==> src/rtl/cpu_trace_checker_trace_mem.sv <==
// Expected-trace storage: synchronous write port, combinational read port so the
// checker can compare the cpu outputs against the entry in the same cycle.
module cpu_trace_checker_trace_mem #(
  parameter  int WIDTH = 129,
  parameter  int DEPTH = 16,
  localparam int AW    = $clog2(DEPTH)
) (
  input  logic             clk,
  input  logic             we,
  input  logic [AW-1:0]    waddr,
  input  logic [WIDTH-1:0] wdata,
  input  logic [AW-1:0]    raddr,
  output logic [WIDTH-1:0] rdata
);

  logic [WIDTH-1:0] mem [DEPTH];

  // Contents deliberately survive reset so a run can be repeated after an abort.
  always_ff @(posedge clk) begin
    if (we) begin
      mem[waddr] <= wdata;
    end
  end

  assign rdata = mem[raddr];

endmodule

==> config.mk <==
export PLATFORM = sky130hd
export DESIGN_NAME = cpu_trace_checker_trace_mem
export DESIGN_NICKNAME = d
export VERILOG_FILES = /design/src/rtl/cpu_trace_checker_trace_mem.sv
export SDC_FILE = /design/constraint.sdc
export NUM_CORES = 1
export LEC_CHECK = 0
export ABC_CLOCK_PERIOD_IN_PS = 25200
export CORE_MARGIN = 1.5
export CORE_UTILIZATION = 55
export DETAILED_ROUTE_END_ITERATION = 12
export PLACE_DENSITY_LB_ADDON = 0.2
export SYNTH_ARGS = -nofsm -noshare
export SYNTH_HDL_FRONTEND = slang
export SYNTH_SLANG_ARGS = --single-unit
export TNS_END_PERCENT = 50
==> constraint.sdc <==
create_clock -name clk -period 25.2 [get_ports clk]
set_clock_uncertainty 0.05 [all_clocks]
set_input_delay 7.56 -clock clk [delete_from_list [all_inputs] [get_ports clk]]
set_output_delay 7.56 -clock clk [all_outputs]
set_load 0.02 [all_outputs]
# Word level (Yosys, flattened, before mapping)

Memories as Yosys holds them, arrays and structs flattened.
Cells that the tools add are included.

Muxes and demuxes: 2

Operator list:

| cell             | count |
|---|---|
| 2-to-1 mux 1 bit | 2 |

Bits of input ports: 139
Flip-flop bits (word level): 0
Bits in writable memories: 2,064
Memories kept: 1
Word-level logic and storage cells: 3

Memories:

| memory | words | bits a word | rd ports | clocked after Yosys merged registers in | write ports | RTL line | text |
|---|---|---|---|---|---|---|---|
| mem    | 16    | 129         | 1        | 0                                       | 1           | 16       | `logic [WIDTH-1:0] mem [DEPTH];` |

# Depth between registers and ports, before layout

Gate-level depths: netlist of run 1.

Word-level depth: 2
Depth in mapped cells: 8
Depth with buffers taken out: 3

# Worst setup path after synthesis of run 1

OpenSTA, ideal clock, no wires.

Path type: input to register
Start: input waddr[2]
End: memory mem[0][0] (enable)
Required time: 24.373 ns
Data arrival time: 16.780 ns
Stages: 2
Slack: 7.593 ns
Buffers on the path: 0
Setup time: 0.777 ns
Path through: or3b_2 > nor3_1

RTL lines:

| item            | RTL line | text |
|---|---|---|
| start, declared | 10       | `input logic [AW-1:0] waddr,` |
| end, declared   | 16       |  |

No word-level cell before the write port.

# Worst setup path after layout of run 1

Start: input raddr[0]
End: output rdata[36]

Word-level cells in the longest chain between the ends: 1

RTL lines:

| item                  | RTL line | text |
|---|---|---|
| start, declared       | 12       | `input logic [AW-1:0] raddr,` |
| memory (16 x 129 bit) | n/a      |  |
| end, declared         | 13       | `output logic [WIDTH-1:0] rdata` |

Every way passes these cells.

==> run_results.csv, run 1 <==
group,metric,value,unit
status,outcome,"complete, no violations",
sta,max_freq,0.0522,GHz
sta,tightest_slew,1.28,ns
cells_and_area,final_layout_fill_cell_count,9110,
hold_path,holdPathEnd,"mem[6][37]",
pwr,power,7.14,mW
pwr,power_report.internal_total,5.67,mW
place,placed_cells_incl_taps,5273,
global_route,antenna_found_initial,36,
run,drv.max_cap_violation_count,0,
cells_and_area,drive_above_1_share,25.3,%
cells_and_area,layout.area.seq,62000,µm²
sta,timing.setup.tns,0,ns
pwr,power_leakage,27.7,nW
cells_and_area,design.final.nets,3733,
hold_path,min_path_cells,1,
pwr,power.share.sequential,54.1,%
sta,timing.final.hold_violations,0,
synthesis,synthDistinctLibCells,29,
global_route,grt_pass1_wl,253000,µm
synthesis,ys.warnings.count,0,
detailed_routing,dr_total_vias,35500,
detailed_routing,drt_iter0_markers,3554,
clocking,post_cts_hold_buffer_count,0,
clocking,htree_levels,4,
clocking,cts_tree,"yes",
sta,max_slew_margin,14.9,%
setup_path,req_time_crit_path,17.59,ns
die,die_height,379,µm
pwr,largest_voltage_drop_on_the_vdd_net,0.0000560,V
cells_and_area,registers.top_by_ff_count,"mem",
cells_and_area,multi_input_comb_area,14900,µm²
die,die_area,144000,µm²
die,io-pin-count,268,
global_route,grt_util_all_layers,24.8,%
cells_and_area,largest_register_ff_count,2064,
die,starting_density,55.6,%
synthesis,synthArstFlopShare,0,%
sta,min_period_over_period,76.0,%
pwr,pwr-share-clk,40.0,%
detailed_routing,via_per_inst,6.28,
pwr,cellPowerDensity,80.4,nW/µm²
synthesis,syn-mean-instance-area,24.0,µm²
detailed_routing,detail_route.drc_violations,0,
sta,report.final.slew_viol_count,0,
place,detailed_place_hpwl,84800,µm
cells_and_area,finish.cell_count_without_fillers,5643,
synthesis,synth_area,77800,µm²
detailed_routing,post_drt_wl_per_cell,31.0,µm
pwr,power_frac_comb,5.9,%
synthesis,synthFlopType,"edfxtp_1",
pwr,switching_share,20.6,%
synthesis,synth_enable_flop_cells,2064,
synthesis,synth.top_cell.area_share,79.7,%
hold_path,hp-start,"wdata[37]",
setup_path,critical_path.endpoint_type,"primary output",
die,placement_rows,137,
setup_path,critical_path.max_fanout,74,
detailed_routing,drt-pass1-iter-count,5,
clocking,numCtsBuffers,195,
cells_and_area,synthesis_to_layout_area_growth,14.3,%
clocking,ctsRootBufferMaster,"clkbuf_16",
die,chipWidth,379,µm
place,placement.io_buffers,267,
setup_path,worstPathArrival,11.54,ns
pwr,net_switching_power_of_the_design,1.47,mW
synthesis,sequential_share_of_the_synthesized_area,79.7,%
clocking,tritoncts_num_sinks,2064,
sta,rsz_0062_raised_after_global_routing,"false",
global_route,grt_max_degree,168,
setup_path,critical_path_class,"in -> out",
sta,finalWorstPathRequiredPeriod,19.15,ns
detailed_routing,number_of_routed_nets_with_antenna_violations,0,
synthesis,synth_seq_cells,2064,
clocking,clk_pin_slew,0.06,ns
global_route,first_global_vias,36900,
place,place.gp.congestion,0.735,
die,placeableCoreArea,140000,µm²
cells_and_area,finish.utilization,63.5,%
sta,setup_violations,0,
clocking,clk_path_buf_depth,3,
hold_path,classification_of_the_worst_slack_hold_path,"in -> reg",
synthesis,number_of_nets_in_the_synthesized_netlist,3380,
cells_and_area,regs_by_ff_count,"mem x2064",
synthesis,mapped_cells,3241,
clocking,postCtsSetupBuffers,0,
setup_path,timing.critical_path.from_type,"input pin",
clocking,post_cts_resized,0,
detailed_routing,postRouteWirelength,175000,µm
synthesis,synth_area_leader_cell,"edfxtp_1",
global_route,globalRouteOverflowTotal,0,
synthesis,largest_cells_by_area_after_synthesis,"edfxtp_1 80%, mux4_2 14%, a22oi_1 1.8%, mux2_2 0.77%, a22oi_2 0.64%",
## synth_stat cells (all sizes together), types with 15 or more instances
cell / n
edfxtp: 2064
mux4: 487
a22oi: 224
buf: 131
nand2: 102
mux2: 53
clkbuf: 46
nor2b: 23
mux2i: 21
o221ai: 18
nand2b: 15
nor2: 15
## how the worst max path moves through the flow
stage | slack, ns | depth (start not counted) | from | endpoint
after floorplan | 7.59 | 2 | waddr[2] | mem[0][0]
after global placement | 6.04 | 7 | raddr[0] | rdata[36]
after detailed placement | 5.94 | 7 | raddr[0] | rdata[36]
after CTS | 5.94 | 7 | raddr[0] | rdata[36]
after global routing | 5.72 | 7 | raddr[0] | rdata[36]
final | 6.05 | 7 | raddr[0] | rdata[36]
## power groups by stage
| stage | Clock [mW] | Combinational, mW | Sequential, mW |
|---|---|---|---|
| floorplan | 0 | 0.236 | 3.94 |
| global placement | 0 | 0.414 | 3.93 |
| detailed placement | 0 | 0.423 | 3.94 |
| CTS | 2.90 | 0.425 | 3.87 |
| global route | 3.02 | 0.446 | 3.87 |
| finish | 2.86 | 0.418 | 3.87 |
## metal layers
| metal | part of all wire [%] | track usage (%) |
|---|---|---|
| met4 | 2.6 | 7.65 |
| met5 | 0.11 | 0 |
| met3 | 7.9 | 5.61 |
| met2 | 51 | 41.7 |
| met1 | 38 | 32.6 |
## placed cells by master (no fill, tap or decap), types with 9 or more instances in the layout
master,synthesis,final
edfxtp_1,2064,2064
mux4_2,487,487
clkdlybuf4s50_1,0,263
clkbuf_16,0,199
a22oi_1,184,184
nand2_1,102,102
buf_4,15,55
mux2_2,53,53
clkinv_1,0,41
a22oi_2,40,40
clkbuf_1,46,38
clkinv_2,0,38
mux2i_1,21,21
nor2b_1,23,20
bufinv_16,0,19
o221ai_1,18,18
diode_2,0,17
nand2b_1,15,15
nor2_4,0,13
o21ai_0,13,13
buf_12,2,11
a221oi_1,9,9
## logic make-up after synthesis
| group | after synthesis | share of synthesized area, % |
|---|---|---|
| flops | 2064 | 79.7 |
| mux | 561 | 15.1 |
| compound gates | 271 | 2.90 |
| buf+inv | 177 | 1.27 |
| simple gates | 168 | 0.975 |
## metrics by stage
stage                     hold WS (ns)  cell area [µm²]  worst slack (ns)
after floorplan                   7.61            77800              7.59
after global placement            8.36            82600              6.04
after detailed placement          8.41            82600              5.94
after CTS                         7.51            88800              5.94
after global routing              7.60            88800              5.72
final                             7.56            88800              6.05
## critical path: stages
cell             delay (ns)
buf_8                  0.56
buf_4                  0.75
buf_4                  0.87
mux4_2                 0.61
a22oi_1                0.23
nand2_1                0.18
clkdlybuf4s50_1        0.59
## final cells by class
cell class | count | area share (%)
diodes | 17 | 0.0479
clock buffers | 237 | 5.77
clock inverters | 116 | 1.25
multi-input cells | 1000 | 16.8
flip-flops and latches | 2064 | 69.8
well taps | 1876 | 2.64
repair buffers | 333 | 3.73
Power figures use the tool's default switching activity.
==> inputs of run 2 (changes only) <==
--- a/config.mk
+++ b/config.mk
@@ -5,7 +5,7 @@
 export SDC_FILE = /design/constraint.sdc
 export NUM_CORES = 1
 export LEC_CHECK = 0
-export ABC_CLOCK_PERIOD_IN_PS = 25200
+export ABC_CLOCK_PERIOD_IN_PS = 16470
 export CORE_MARGIN = 1.5
 export CORE_UTILIZATION = 55
 export DETAILED_ROUTE_END_ITERATION = 12
==> constraint.sdc (replaced) <==
create_clock -name clk -period 16.47 [get_ports clk]
set_clock_uncertainty 0.05 [all_clocks]
set_input_delay 4.941 -clock clk [delete_from_list [all_inputs] [get_ports clk]]
set_output_delay 4.941 -clock clk [all_outputs]
set_load 0.02 [all_outputs]
==> run 2 against run 1 <==
Net effect: via count up 0.33%; critical path depth fell by 1; first-iteration DRC count increased by 6.3%; total power up 52%; utilization decreased by 0.081 points; sequential cell count stayed put; clock power rose by 50%; largest cell class unchanged.
==> run_results.csv, run 2 (synthesis gave the netlist of run 1 again) <==
group,metric,value,unit
sta,timing.setup.tns,0,ns
die,placement_rows,137,
clocking,clk_pin_slew,0.06,ns
global_route,first_global_vias,37000,
setup_path,critical_path.max_fanout,68,
place,detailed_place_hpwl,85600,µm
cells_and_area,design.final.nets,3740,
status,outcome,"complete, no violations",
clocking,postCtsSetupBuffers,0,
clocking,post_cts_hold_buffer_count,0,
clocking,tritoncts_num_sinks,2064,
sta,tightest_slew,1.16,ns
cells_and_area,registers.top_by_ff_count,"mem",
cells_and_area,largest_register_ff_count,2064,
cells_and_area,synthesis_to_layout_area_growth,14.1,%
sta,finalWorstPathRequiredPeriod,13.49,ns
detailed_routing,via_per_inst,6.30,
clocking,clk_path_buf_depth,3,
cells_and_area,final_common_cell,"edfxtp_1",
clocking,ctsRootBufferMaster,"clkbuf_16",
pwr,cellPowerDensity,122,nW/µm²
setup_path,worstPathArrival,8.50,ns
setup_path,timing.critical_path.from_type,"input pin",
global_route,grt_pass1_wl,251000,µm
die,starting_density,55.6,%
sta,setup_violations,0,
detailed_routing,number_of_routed_nets_with_antenna_violations,0,
clocking,post_cts_resized,0,
cells_and_area,regs_by_ff_count,"mem x2064",
place,place.gp.congestion,0.737,
die,chipWidth,379,µm
die,die_area,144000,µm²
cells_and_area,finalInstanceArea,88700,µm²
detailed_routing,drt_iter0_markers,3779,
clocking,htree_levels,4,
hold_path,classification_of_the_worst_slack_hold_path,"in -> reg",
sta,worst_hold_slack,4.98,ns
die,io-pin-count,268,
die,placeableCoreArea,140000,µm²
cells_and_area,finish.utilization,63.4,%
die,die_height,379,µm
sta,timing.final.hold_violations,0,
setup_path,critical_path.endpoint_type,"primary output",
detailed_routing,detail_route.drc_violations,0,
global_route,antenna_found_initial,36,
global_route,grt_util_all_layers,24.6,%
clocking,cts_tree,"yes",
pwr,power_leakage,27.6,nW
sta,max_slew_margin,22.4,%
place,placement.setup.worst_slack,2.98,ns
sta,report.final.slew_viol_count,0,
clocking,numCtsBuffers,199,
sta,setup_slack,2.98,ns
cells_and_area,drive_above_1_share,24.9,%
sta,rsz_0062_raised_after_global_routing,"false",
detailed_routing,postRouteWirelength,173000,µm
run,drv.max_cap_violation_count,0,
cells_and_area,final_cell_mix,"2064 x edfxtp_1, 487 x mux4_2, 263 x clkdlybuf4s50_1, 203 x clkbuf_16, 184 x a22oi_1",
detailed_routing,post_drt_wl_per_cell,30.7,µm
detailed_routing,drt-pass1-iter-count,5,
sta,max_freq,0.0741,GHz
global_route,globalRouteOverflowTotal,0,
pwr,largest_voltage_drop_on_the_vdd_net,0.000106,V
setup_path,req_time_crit_path,11.48,ns
place,placement.io_buffers,267,
detailed_routing,dr_total_vias,35600,
global_route,grt_max_degree,119,
sta,min_period_over_period,81.9,%
setup_path,critical_path_class,"in -> out",
place,postPlaceCellArea,82600,µm²
==> run 2: power by group <==
part           switching (mW)  internal (mW)  leakage [nW]
combinational           0.370          0.271          5.98
sequential             0.0237           5.89          18.6
clock                    1.85           2.43          2.99
==> run 2: path summary, 6_finish.rpt <==
path / startpoint / endpoint / slack, ns / depth (start not counted)
min: wdata[53] / mem[9][53] / 4.98 / 1
max: raddr[2] / rdata[55] / 2.98 / 6
==> run 2: routing by layer <==
metal	vias up	global-route usage (%)	part of all wire [%]
met4	36	7.82	2.5
met2	1431	39.7	50
met3	280	5.05	8.0
met5	-	0	0.14
li1	14700	-	-
met1	19100	34.2	40
==> run 2: final cells by class <==
cell class	instances	area (µm²)
diodes	16	40.0
multi-input cells	1000	14900
well taps	1876	2350
clock inverters	106	833
fillers	9207	51100
repair buffers	336	3350
clock buffers	250	5260
flip-flops and latches	2064	62000
==> run 2: stage by stage <==
stage                     std cells  total power, mW
after floorplan                3241             6.39
after global placement         5276             6.65
after detailed placement       5276             6.68
after CTS                      5632             10.9
after global routing           5641             11.2
final                          5648             10.8
==> run 2: critical path: stages <==
cell and delay (ns):
buf_6 0.44, buf_4 0.58, nor2b_1 0.96, a221oi_1 0.32, a22oi_1 0.39, clkdlybuf4s50_1 0.68
